`src/rtl/fifo_row_feeder_if.sv`:
```
// rtl/fifo_row_feeder_if.sv - command, FIFO read-side and operand-stream bundle for one feeder lane
interface fifo_row_feeder_if #(
  parameter int DATA_WIDTH = 8,
  parameter int CNT_WIDTH  = 5
);
  logic                  start;
  logic [CNT_WIDTH-1:0]  count;
  logic                  abort;
  logic                  fifo_empty;
  logic [DATA_WIDTH-1:0] fifo_data;
  logic                  fifo_read;
  logic [DATA_WIDTH-1:0] out_data;
  logic                  out_valid;
  logic                  busy;
  logic                  done;
  logic                  underrun;

  modport master (
    output start, count, abort, fifo_empty, fifo_data,
    input  fifo_read, out_data, out_valid, busy, done, underrun
  );

  modport slave (
    input  start, count, abort, fifo_empty, fifo_data,
    output fifo_read, out_data, out_valid, busy, done, underrun
  );
endinterface

```
`src/rtl/fifo_row_feeder.sv`:
```
// rtl/fifo_row_feeder.sv - FIFO-to-systolic-row burst feeder with per-row skew
// Optional FEEDER_ZERO_FILL_EN: empty read slots emit zero operands instead of stalling.
module fifo_row_feeder #(
  parameter int DATA_WIDTH = 8,
  parameter int CNT_WIDTH  = 5,
  parameter int SKEW       = 0
) (
  input  logic             clk,
  input  logic             reset,
  fifo_row_feeder_if.slave bus
);
  localparam int SKW = (SKEW > 1) ? $clog2(SKEW) : 1;

  typedef enum logic [1:0] {S_IDLE, S_SKEW, S_READ, S_DRAIN} state_t;

  state_t                r_state;
  state_t                w_next;
  logic [SKW-1:0]        r_skew;
  logic [CNT_WIDTH-1:0]  r_rem;
  logic                  r_pend;
  logic [DATA_WIDTH-1:0] r_out_data;
  logic                  r_out_valid;
  logic                  r_done;
  logic                  r_underrun;
`ifdef FEEDER_ZERO_FILL_EN
  logic                  r_pend_zero;
`endif

  logic w_accept;
  logic w_zero_req;
  logic w_cancel;
  logic w_read;
  logic w_empty_due;
  logic w_slot;
  logic w_busy;

  assign w_accept   = (r_state == S_IDLE) && bus.start && (bus.count != '0);
  assign w_zero_req = (r_state == S_IDLE) && bus.start && (bus.count == '0);
  assign w_cancel   = (r_state != S_IDLE) && bus.abort;

  always_ff @(posedge clk or posedge reset) begin
    if (reset) r_state <= S_IDLE;
    else       r_state <= w_next;
  end

  always_comb begin
    w_next = r_state;
    case (r_state)
      S_IDLE:  if (w_accept) w_next = (SKEW > 0) ? S_SKEW : S_READ;
      S_SKEW:  if (bus.abort) w_next = S_IDLE;
               else if (r_skew == '0) w_next = S_READ;
      S_READ:  if (bus.abort) w_next = S_IDLE;
               else if (w_slot && (r_rem == CNT_WIDTH'(1))) w_next = S_DRAIN;
      // Leave once the last word is on the output and nothing is still in flight.
      S_DRAIN: if (bus.abort) w_next = S_IDLE;
               else if (r_out_valid && !r_pend) w_next = S_IDLE;
      default: w_next = S_IDLE;
    endcase
  end

  always_comb begin
    w_read      = 1'b0;
    w_empty_due = 1'b0;
    w_busy      = (r_state != S_IDLE);
    if (r_state == S_READ && !bus.abort) begin
      w_read      = !bus.fifo_empty;
      w_empty_due = bus.fifo_empty;
    end
`ifdef FEEDER_ZERO_FILL_EN
    w_slot = w_read || w_empty_due;
`else
    w_slot = w_read;
`endif
  end

  always_ff @(posedge clk or posedge reset) begin
    if (reset) begin
      r_skew      <= '0;
      r_rem       <= '0;
      r_pend      <= 1'b0;
      r_out_data  <= '0;
      r_out_valid <= 1'b0;
      r_done      <= 1'b0;
      r_underrun  <= 1'b0;
`ifdef FEEDER_ZERO_FILL_EN
      r_pend_zero <= 1'b0;
`endif
    end else begin
      if (w_accept) begin
        r_skew <= SKW'((SKEW > 0) ? SKEW - 1 : 0);
      end else if (r_state == S_SKEW && r_skew != '0) begin
        r_skew <= r_skew - SKW'(1);
      end

      if (w_accept)    r_rem <= bus.count;
      else if (w_slot) r_rem <= r_rem - CNT_WIDTH'(1);

      r_pend      <= w_slot;
      r_out_valid <= r_pend && !w_cancel;
`ifdef FEEDER_ZERO_FILL_EN
      r_pend_zero <= w_empty_due;
      if (r_pend && !w_cancel) r_out_data <= r_pend_zero ? '0 : bus.fifo_data;
`else
      if (r_pend && !w_cancel) r_out_data <= bus.fifo_data;
`endif

      // The first DRAIN cycle always holds the final slot one stage from the output.
      r_done <= w_zero_req || (r_state == S_DRAIN && r_pend && !bus.abort);

      if (r_state == S_IDLE && bus.start) r_underrun <= 1'b0;
      else if (w_empty_due)               r_underrun <= 1'b1;
    end
  end

  assign bus.fifo_read = w_read;
  assign bus.busy      = w_busy;
  assign bus.out_data  = r_out_data;
  assign bus.out_valid = r_out_valid;
  assign bus.done      = r_done;
  assign bus.underrun  = r_underrun;
endmodule

```
`src/flat_wrapper.sv`:
```
// flat-port wrapper written by rule: the top's interface ports become plain ports
module fifo_row_feeder_flat 
#(
  parameter int DATA_WIDTH = 8,
  parameter int CNT_WIDTH  = 5,
  parameter int SKEW       = 0
)
  (clk, reset, bus_start, bus_count, bus_abort, bus_fifo_empty, bus_fifo_data, bus_fifo_read, bus_out_data, bus_out_valid, bus_busy, bus_done, bus_underrun);
  fifo_row_feeder_if #(.DATA_WIDTH(DATA_WIDTH), .CNT_WIDTH(CNT_WIDTH)) bus_i ();
  input  logic clk;
  input  logic reset;
  input wire logic [$bits(bus_i.start)-1:0] bus_start;
  input wire logic [$bits(bus_i.count)-1:0] bus_count;
  input wire logic [$bits(bus_i.abort)-1:0] bus_abort;
  input wire logic [$bits(bus_i.fifo_empty)-1:0] bus_fifo_empty;
  input wire logic [$bits(bus_i.fifo_data)-1:0] bus_fifo_data;
  output wire logic [$bits(bus_i.fifo_read)-1:0] bus_fifo_read;
  output wire logic [$bits(bus_i.out_data)-1:0] bus_out_data;
  output wire logic [$bits(bus_i.out_valid)-1:0] bus_out_valid;
  output wire logic [$bits(bus_i.busy)-1:0] bus_busy;
  output wire logic [$bits(bus_i.done)-1:0] bus_done;
  output wire logic [$bits(bus_i.underrun)-1:0] bus_underrun;
  assign bus_i.start = bus_start;
  assign bus_i.count = bus_count;
  assign bus_i.abort = bus_abort;
  assign bus_i.fifo_empty = bus_fifo_empty;
  assign bus_i.fifo_data = bus_fifo_data;
  assign bus_fifo_read = bus_i.fifo_read;
  assign bus_out_data = bus_i.out_data;
  assign bus_out_valid = bus_i.out_valid;
  assign bus_busy = bus_i.busy;
  assign bus_done = bus_i.done;
  assign bus_underrun = bus_i.underrun;
  fifo_row_feeder #(.DATA_WIDTH(DATA_WIDTH), .CNT_WIDTH(CNT_WIDTH), .SKEW(SKEW)) u_core (.clk(clk), .reset(reset), .bus(bus_i));
endmodule
```
`config.mk`:
```
export PLATFORM = sky130hd
export DESIGN_NAME = fifo_row_feeder_flat
export DESIGN_NICKNAME = d
export VERILOG_FILES = /design/src/rtl/fifo_row_feeder_if.sv /design/src/rtl/fifo_row_feeder.sv /design/src/flat_wrapper.sv
export SDC_FILE = /design/constraint.sdc
export NUM_CORES = 1
export LEC_CHECK = 0
export CELL_PAD_IN_SITES_DETAIL_PLACEMENT = 1
export CELL_PAD_IN_SITES_GLOBAL_PLACEMENT = 2
export CORE_MARGIN = 1.5
export CORE_UTILIZATION = 30
export DETAILED_ROUTE_END_ITERATION = 10
export GPL_TIMING_DRIVEN = 0
export PLACE_DENSITY = 0.91
export SLEW_MARGIN = 30
export SYNTH_ARGS = -nofsm -noshare
export SYNTH_HDL_FRONTEND = slang
export SYNTH_SLANG_ARGS = --single-unit
```
`constraint.sdc`:
```
create_clock -name clk -period 5.08 [get_ports clk]
set_input_delay 1.016 -clock clk [delete_from_list [all_inputs] [get_ports clk]]
set_output_delay 1.016 -clock clk [all_outputs]
set_load 0.01 [all_outputs]
```
==> flow_metrics.py, run 1 <==
metrics = {
    "synth": {
        "ys_seq_area_share_pct": 52.4,
        "synth_edf_count": 0,
        "avgSynthCellArea_um2": 11.5,
        "yosysUniqueCellTypes": 33,
        "syn_inst": 83,
        "synth.most_common_cell": "dfrtp_1",
        "yosysWarnings": 0,
        "yosys.area.top_type": "dfrtp_1",
        "ys_seq_elements": 20,
        "synth_top_area_share_pct": 52.4,
        "synth_commonest_cells": "dfrtp_1, mux2_2, inv_1",
        "syn_nets": 103,
        "synth_area_um2": 955,
        "async_flop_share_pct": 100,
        "synth.area.top_cells": "dfrtp_1, mux2_2, a221o_1",
        "synth_ff_type": "dfrtp_1",
    },
    "job": {
        "cap_violations": 0,
    },
    "route": {
        "drtPass1Iterations": 4,
        "dr_wl_met2_um": 1140,
        "routedWlPerCell_um": 13.6,
        "dr.first_iter.drc_count": 9,
        "top_layer": "met3",
        "viasPerCell": 4.72,
        "dr_wl_met3_um": 142,
        "num_vias": 760,
        "drc": 0,
        "final_antenna_net_count": 0,
        "drt-total-wl_um": 2190,
        "met1_length_um": 908,
    },
    "setup_path": {
        "path_max_fanout": 8,
        "worst-setup-path-type": "input pin to primary output",
        "regToRegSetupSlack_ps": 3240,
        "start_kind": "input pin",
        "max_stage_delay_ps": 580,
        "end_kind": "primary output",
        "cp_top_family": "buffers and inverters",
        "ff2ff_path_depth": 5,
        "worstPathCellList": "clkdlybuf4s50_1 > or4b_4 > buf_6 > inv_1 > clkdlybuf4s50_1",
        "crit_top_cell": "clkdlybuf4s50_1",
        "cp.required_ps": 4060,
        "r2r-end": "u_core.r_rem[1]$_DFFE_PP0P_",
        "slowest_stage": "or4b_4",
        "r2r-start": "u_core.r_state[1]$_DFFE_PP0P_",
        "crit_arrival_ps": 3000,
        "timing.critical_path.buf_inv": 4,
    },
    "global_route": {
        "track_usage_pct": 14.0,
        "grt_pass1_vias": 857,
        "grt_start_max_net_pins": 21,
        "grt_antenna_before_repair": 0,
        "grt_pass1_wl_um": 3820,
        "overflow": 0,
    },
    "cells_and_area": {
        "multi_input_area_um2": 412,
        "register_area_um2": 500,
        "layout-drive-gt1-share_pct": 16.2,
        "antennaDiodeCount": 0,
        "syn_to_final_growth_pct": 41.0,
        "nets": 138,
        "filler_cell_count": 338,
    },
    "floorplan": {
        "rows": 20,
        "core-area_um2": 3030,
        "dieArea_um2": 3530,
        "die-height_um": 59.4,
        "die_w_um": 59.4,
        "pin_count": 31,
        "start_util_pct": 31.5,
    },
    "timing": {
        "finalHoldViolations": 0,
        "rsz0062_at_grt": "no",
        "drv_slew": 0,
        "max_freq_mhz": 249,
        "worstMarginPinSlew_ps": 784,
        "setup_viol": 0,
        "min_period_over_period_pct": 79.0,
        "layout_setup_ws_ps": 1070,
        "totalNegativeSetupSlack_ps": 0,
        "finClkSkew_ps": 6.68,
        "whs_ps": 517,
        "period_minus_slack_ps": 4010,
        "maxSlewHeadroom_pct": 47.7,
    },
    "clocking": {
        "cts.htree.levels": 1,
        "cts_tree": "done",
        "cts_sinks": 20,
        "clk_pin_slew_ps": 100,
        "clk_path_buf_depth": 2,
        "cts-root-buf": "clkbuf_4",
        "post_cts_buffers": 0,
        "clk_latency_ps": 290,
        "ctsHoldBuffers": 0,
        "cts-buffers-inserted": 3,
        "cts_resized": 0,
    },
    "worst_hold_path": {
        "hold_path_depth": 1,
        "hold_start": "u_core.bus.out_data[3]$_DFFE_PP0P_",
        "min_to": "u_core.bus.out_data[3]$_DFFE_PP0P_",
        "min_path_type": "flip-flop to flip-flop",
    },
    "pwr": {
        "peakVddDrop_v": 0.000200,
        "leakage_nw": 0.598,
        "power.density_nw_per_um2": 459,
    },
    "placed_design": {
        "io_buffers": 30,
        "place_congestion": 0.818,
        "dp_hpwl_um": 1700,
        "post-place-ws_ps": 1080,
    },
    "status": {
        "status": "finished, final reports clean",
    },
}
## cells by family after synthesis
group / share of synthesized area [%]
mux: 10.5
flops: 52.4
fa+ha+maj: 2.62
xor+xnor: 0.918
simple gates: 17.0
compound gates: 12.1
buf+inv: 4.46
## stage by stage
step | total power (W) | instance area, um^2 | util [%] | cells
after CTS | 0.000627 | 1350 | 44.5 | 161
after detailed placement | 0.000533 | 1310 | 43.3 | 157
after global routing | 0.000666 | 1350 | 44.5 | 161
after floorplan | 0.000399 | 955 | - | 83
after global placement | 0.000519 | 1310 | 43.3 | 157
final | 0.000618 | 1350 | 44.5 | 161
## registers in the layout, summed over array words and instances (netlist names)
| name | flops |
|---|---|
| u_core.bus.underrun | 1 |
| u_core.r_state | 2 |
| u_core.bus.done | 1 |
| u_core.bus.out_data | 8 |
| u_core.r_rem | 5 |
| u_core.r_skew | 1 |
| u_core.r_pend | 1 |
| u_core.bus.out_valid | 1 |
## layout make-up
| type | instances | share of cell area, % |
|---|---|---|
| Buffer | 2 | 1.21 |
| Clock buffer | 4 | 2.70 |
| Inverter | 7 | 1.95 |
| Multi-Input combinational cell | 54 | 30.6 |
| Sequential cell | 20 | 37.2 |
| Tap cell | 44 | 4.09 |
| Timing Repair Buffer | 30 | 22.3 |
## how the worst max path moves through the flow
| stage | startpoint | to | slack (ps) | cells past startpoint |
|---|---|---|---|---|
| floorplan | bus_abort | bus_fifo_read | 2250 | 3 |
| global placement | bus_abort | bus_fifo_read | 1090 | 5 |
| detailed placement | bus_abort | bus_fifo_read | 1080 | 5 |
| CTS | bus_abort | bus_fifo_read | 1070 | 5 |
| global route | bus_abort | bus_fifo_read | 990 | 5 |
| finish | bus_abort | bus_fifo_read | 1070 | 5 |
## per-layer routing
metal / global-route usage, % / up-vias
met5: 0 / -
met4: 2.92 / 0
met3: 4.15 / 0
met2: 24.2 / 20
met1: 17.3 / 375
li1: - / 365
## where the power goes
part | total [W] | internal [W] | switching (W) | leakage [nW]
clock | 0.0000907 | 0.0000436 | 0.0000470 | 0.0210
combinational | 0.000263 | 0.000153 | 0.000111 | 0.330
sequential | 0.000264 | 0.000219 | 0.0000455 | 0.247
## cells in the final DEF, fill, tap and decap left out
| master | Yosys | routed |
|---|---|---|
| or4_1 | 1 | 1 |
| nor2b_1 | 1 | 1 |
| or2b_1 | 1 | 1 |
| a22oi_1 | 1 | 1 |
| a32o_1 | 1 | 1 |
| and2_4 | 1 | 1 |
| nor3b_2 | 1 | 1 |
| clkbuf_4 | 0 | 3 |
| o211a_1 | 1 | 1 |
| buf_2 | 1 | 1 |
| nand3_1 | 3 | 3 |
| and2b_1 | 1 | 1 |
| a21oi_1 | 2 | 2 |
| nor4_1 | 1 | 1 |
| clkbuf_8 | 0 | 1 |
| nand2_1 | 4 | 4 |
| buf_6 | 1 | 1 |
| dfrtp_1 | 20 | 20 |
| inv_1 | 7 | 7 |
| or2_2 | 1 | 1 |
| mux2i_1 | 1 | 1 |
| nor3b_1 | 1 | 1 |
| and3_1 | 1 | 1 |
| nor2_1 | 6 | 6 |
| o21ai_0 | 4 | 4 |
| o21ai_2 | 1 | 1 |
| mux2_2 | 8 | 8 |
| o311ai_0 | 1 | 1 |
| a41o_1 | 1 | 1 |
| ha_1 | 2 | 2 |
| nand4_1 | 2 | 2 |
| nand3b_1 | 1 | 1 |
| clkdlybuf4s50_1 | 0 | 30 |
| xnor2_1 | 1 | 1 |
| a221o_1 | 3 | 3 |
| or4b_4 | 1 | 1 |
Power figures use the tool's default switching activity.
==> run 2: changes to the inputs <==
--- a/config.mk
+++ b/config.mk
@@ -8,10 +8,10 @@
 export CELL_PAD_IN_SITES_DETAIL_PLACEMENT = 1
 export CELL_PAD_IN_SITES_GLOBAL_PLACEMENT = 2
 export CORE_MARGIN = 1.5
-export CORE_UTILIZATION = 30
+export CORE_UTILIZATION = 25
 export DETAILED_ROUTE_END_ITERATION = 10
 export GPL_TIMING_DRIVEN = 0
-export PLACE_DENSITY = 0.91
+export PLACE_DENSITY = 0.82
 export SLEW_MARGIN = 30
 export SYNTH_ARGS = -nofsm -noshare
 export SYNTH_HDL_FRONTEND = slang
==> constraint.sdc (replaced) <==
create_clock -name clk -period 3.3 [get_ports clk]
set_input_delay 0.66 -clock clk [delete_from_list [all_inputs] [get_ports clk]]
set_output_delay 0.66 -clock clk [all_outputs]
set_load 0.01 [all_outputs]
==> flow_metrics.py, run 2 (synthesis gave the netlist of run 1 again) <==
metrics = {
    "status": {
        "status": "finished, final reports clean",
    },
    "cells_and_area": {
        "largest_reg_flops": 8,
        "antennaDiodeCount": 0,
        "filler_cell_count": 415,
        "layout_commonest_cell": "clkdlybuf4s50_1",
        "layout-drive-gt1-share_pct": 16.2,
        "fin_util_pct": 37.9,
        "final_cell_mix": "clkdlybuf4s50_1, dfrtp_1, mux2_2, inv_1, nor2_1",
        "syn_to_final_growth_pct": 45.5,
        "nets": 138,
    },
    "floorplan": {
        "pin_count": 31,
        "dieArea_um2": 4200,
        "start_util_pct": 26.1,
        "core-area_um2": 3660,
        "die-height_um": 64.8,
        "rows": 22,
        "die_w_um": 64.8,
    },
    "global_route": {
        "grt_antenna_before_repair": 0,
        "grt_pass1_wl_um": 3810,
        "grt_pass1_vias": 806,
        "track_usage_pct": 12.0,
        "overflow": 0,
        "grt_start_max_net_pins": 21,
    },
    "setup_path": {
        "end_kind": "primary output",
        "cp.required_ps": 2640,
        "path_max_fanout": 8,
        "ff2ff_path_depth": 5,
        "start_kind": "input pin",
        "crit_arrival_ps": 2200,
        "worst-setup-path-type": "input pin to primary output",
    },
    "route": {
        "routedWlPerCell_um": 14.2,
        "num_vias": 766,
        "drt-total-wl_um": 2340,
        "dr.first_iter.drc_count": 20,
        "drtPass1Iterations": 4,
        "viasPerCell": 4.64,
        "drc": 0,
        "final_antenna_net_count": 0,
    },
    "placed_design": {
        "place_congestion": 0.808,
        "dp_hpwl_um": 1790,
        "io_buffers": 30,
    },
    "clocking": {
        "cts.htree.levels": 1,
        "clk_latency_ps": 260,
        "cts_tree": "done",
        "clk_pin_slew_ps": 70,
        "cts-buffers-inserted": 3,
        "ctsHoldBuffers": 0,
        "cts-root-buf": "clkbuf_8",
        "cts_sinks": 20,
        "clk_path_buf_depth": 2,
    },
    "timing": {
        "finClkSkew_ps": 4.43,
        "worstMarginPinSlew_ps": 773,
        "maxSlewHeadroom_pct": 48.4,
        "period_minus_slack_ps": 2860,
        "min_period_over_period_pct": 86.7,
        "max_freq_mhz": 349,
        "finalHoldViolations": 0,
        "setup_viol": 0,
        "drv_slew": 0,
        "totalNegativeSetupSlack_ps": 0,
        "rsz0062_at_grt": "no",
    },
    "worst_hold_path": {
        "min_path_type": "flip-flop to flip-flop",
        "hold_path_depth": 1,
    },
    "pwr": {
        "peakVddDrop_v": 0.000182,
        "power.density_nw_per_um2": 754,
        "leakage_nw": 0.629,
    },
    "job": {
        "cap_violations": 0,
    },
}
## run 2: path summary, 6_finish.rpt
path | slack (ps) | end | startpoint
worst max register to register | 1480 | u_core.r_rem[0]$_DFFE_PP0P_ | u_core.r_state[1]$_DFFE_PP0P_
worst min-delay path | 510 | u_core.bus.out_data[5]$_DFFE_PP0P_ | u_core.bus.out_data[5]$_DFFE_PP0P_
worst max-delay path | 440 | bus_fifo_read | bus_abort
worst min register to register | 510 | u_core.bus.out_data[5]$_DFFE_PP0P_ | u_core.bus.out_data[5]$_DFFE_PP0P_
min in group asynchronous | 850 | u_core.r_rem[1]$_DFFE_PP0P_ | reset
max in group asynchronous | 1970 | u_core.bus.out_data[1]$_DFFE_PP0P_ | reset
## run 2: worst max-delay path, cell delays in order
cell	delay, ps
clkdlybuf4s50_1	480
or4b_4	570
buf_6	150
inv_1	140
dlymetal6s2s_1	190
## run 2: where the power goes
group,total [W],internal (W),leakage (nW),switching (W)
Combinational,0.000397,0.000234,0.346,0.000163
Sequential,0.000405,0.000338,0.247,0.0000680
Clock,0.000245,0.000162,0.0357,0.0000828
Total,0.00105,0.000734,0.629,0.000313
## run 2: layout make-up
cell class | count | area (um^2) | area share (%)
Sequential cell | 20 | 500 | 36.0
Multi-Input combinational cell | 54 | 412 | 29.6
Timing Repair Buffer | 30 | 303 | 21.8
Tap cell | 48 | 60.1 | 4.32
Clock buffer | 3 | 41.3 | 2.97
Clock inverter | 1 | 30.0 | 2.16
Inverter | 7 | 26.3 | 1.89
Buffer | 2 | 16.3 | 1.17
## run 2: metal layers
layer,GRT usage [%],up-vias,share of wire (%)
met5,0,-,0
met4,5.59,0,1.2
met3,1.22,2,3.6
met2,21.4,18,51
met1,14.4,381,45
li1,-,365,-
## run 2: metrics by stage
step | instance area [um^2] | hold WS (ps) | setup WS (ps) | power [W] | cells
2_1_floorplan | 955 | 478 | 1180 | 0.000614 | 83
3_3_place_gp | 1320 | 487 | 58.4 | 0.000800 | 161
3_5_place_dp | 1320 | 498 | 74.6 | 0.000814 | 161
4_1_cts | 1390 | 518 | 64.5 | 0.00107 | 165
5_1_grt | 1390 | 533 | 369 | 0.00113 | 165
6_report | 1390 | 508 | 438 | 0.00105 | 165
## run 2: what timing repair did
action,4_1_cts,5_1_grt
setup endpoints to repair,0,1
resized for setup,0,1
setup buffers,0,0
==> run 3: changes to the inputs <==
--- a/config.mk
+++ b/config.mk
@@ -5,6 +5,7 @@
 export SDC_FILE = /design/constraint.sdc
 export NUM_CORES = 1
 export LEC_CHECK = 0
+export ABC_CLOCK_PERIOD_IN_PS = 3300
 export CELL_PAD_IN_SITES_DETAIL_PLACEMENT = 1
 export CELL_PAD_IN_SITES_GLOBAL_PLACEMENT = 2
 export CORE_MARGIN = 1.5
==> results of run 3 <==
Final layout, timing and power as in run 2 (identical DEF).
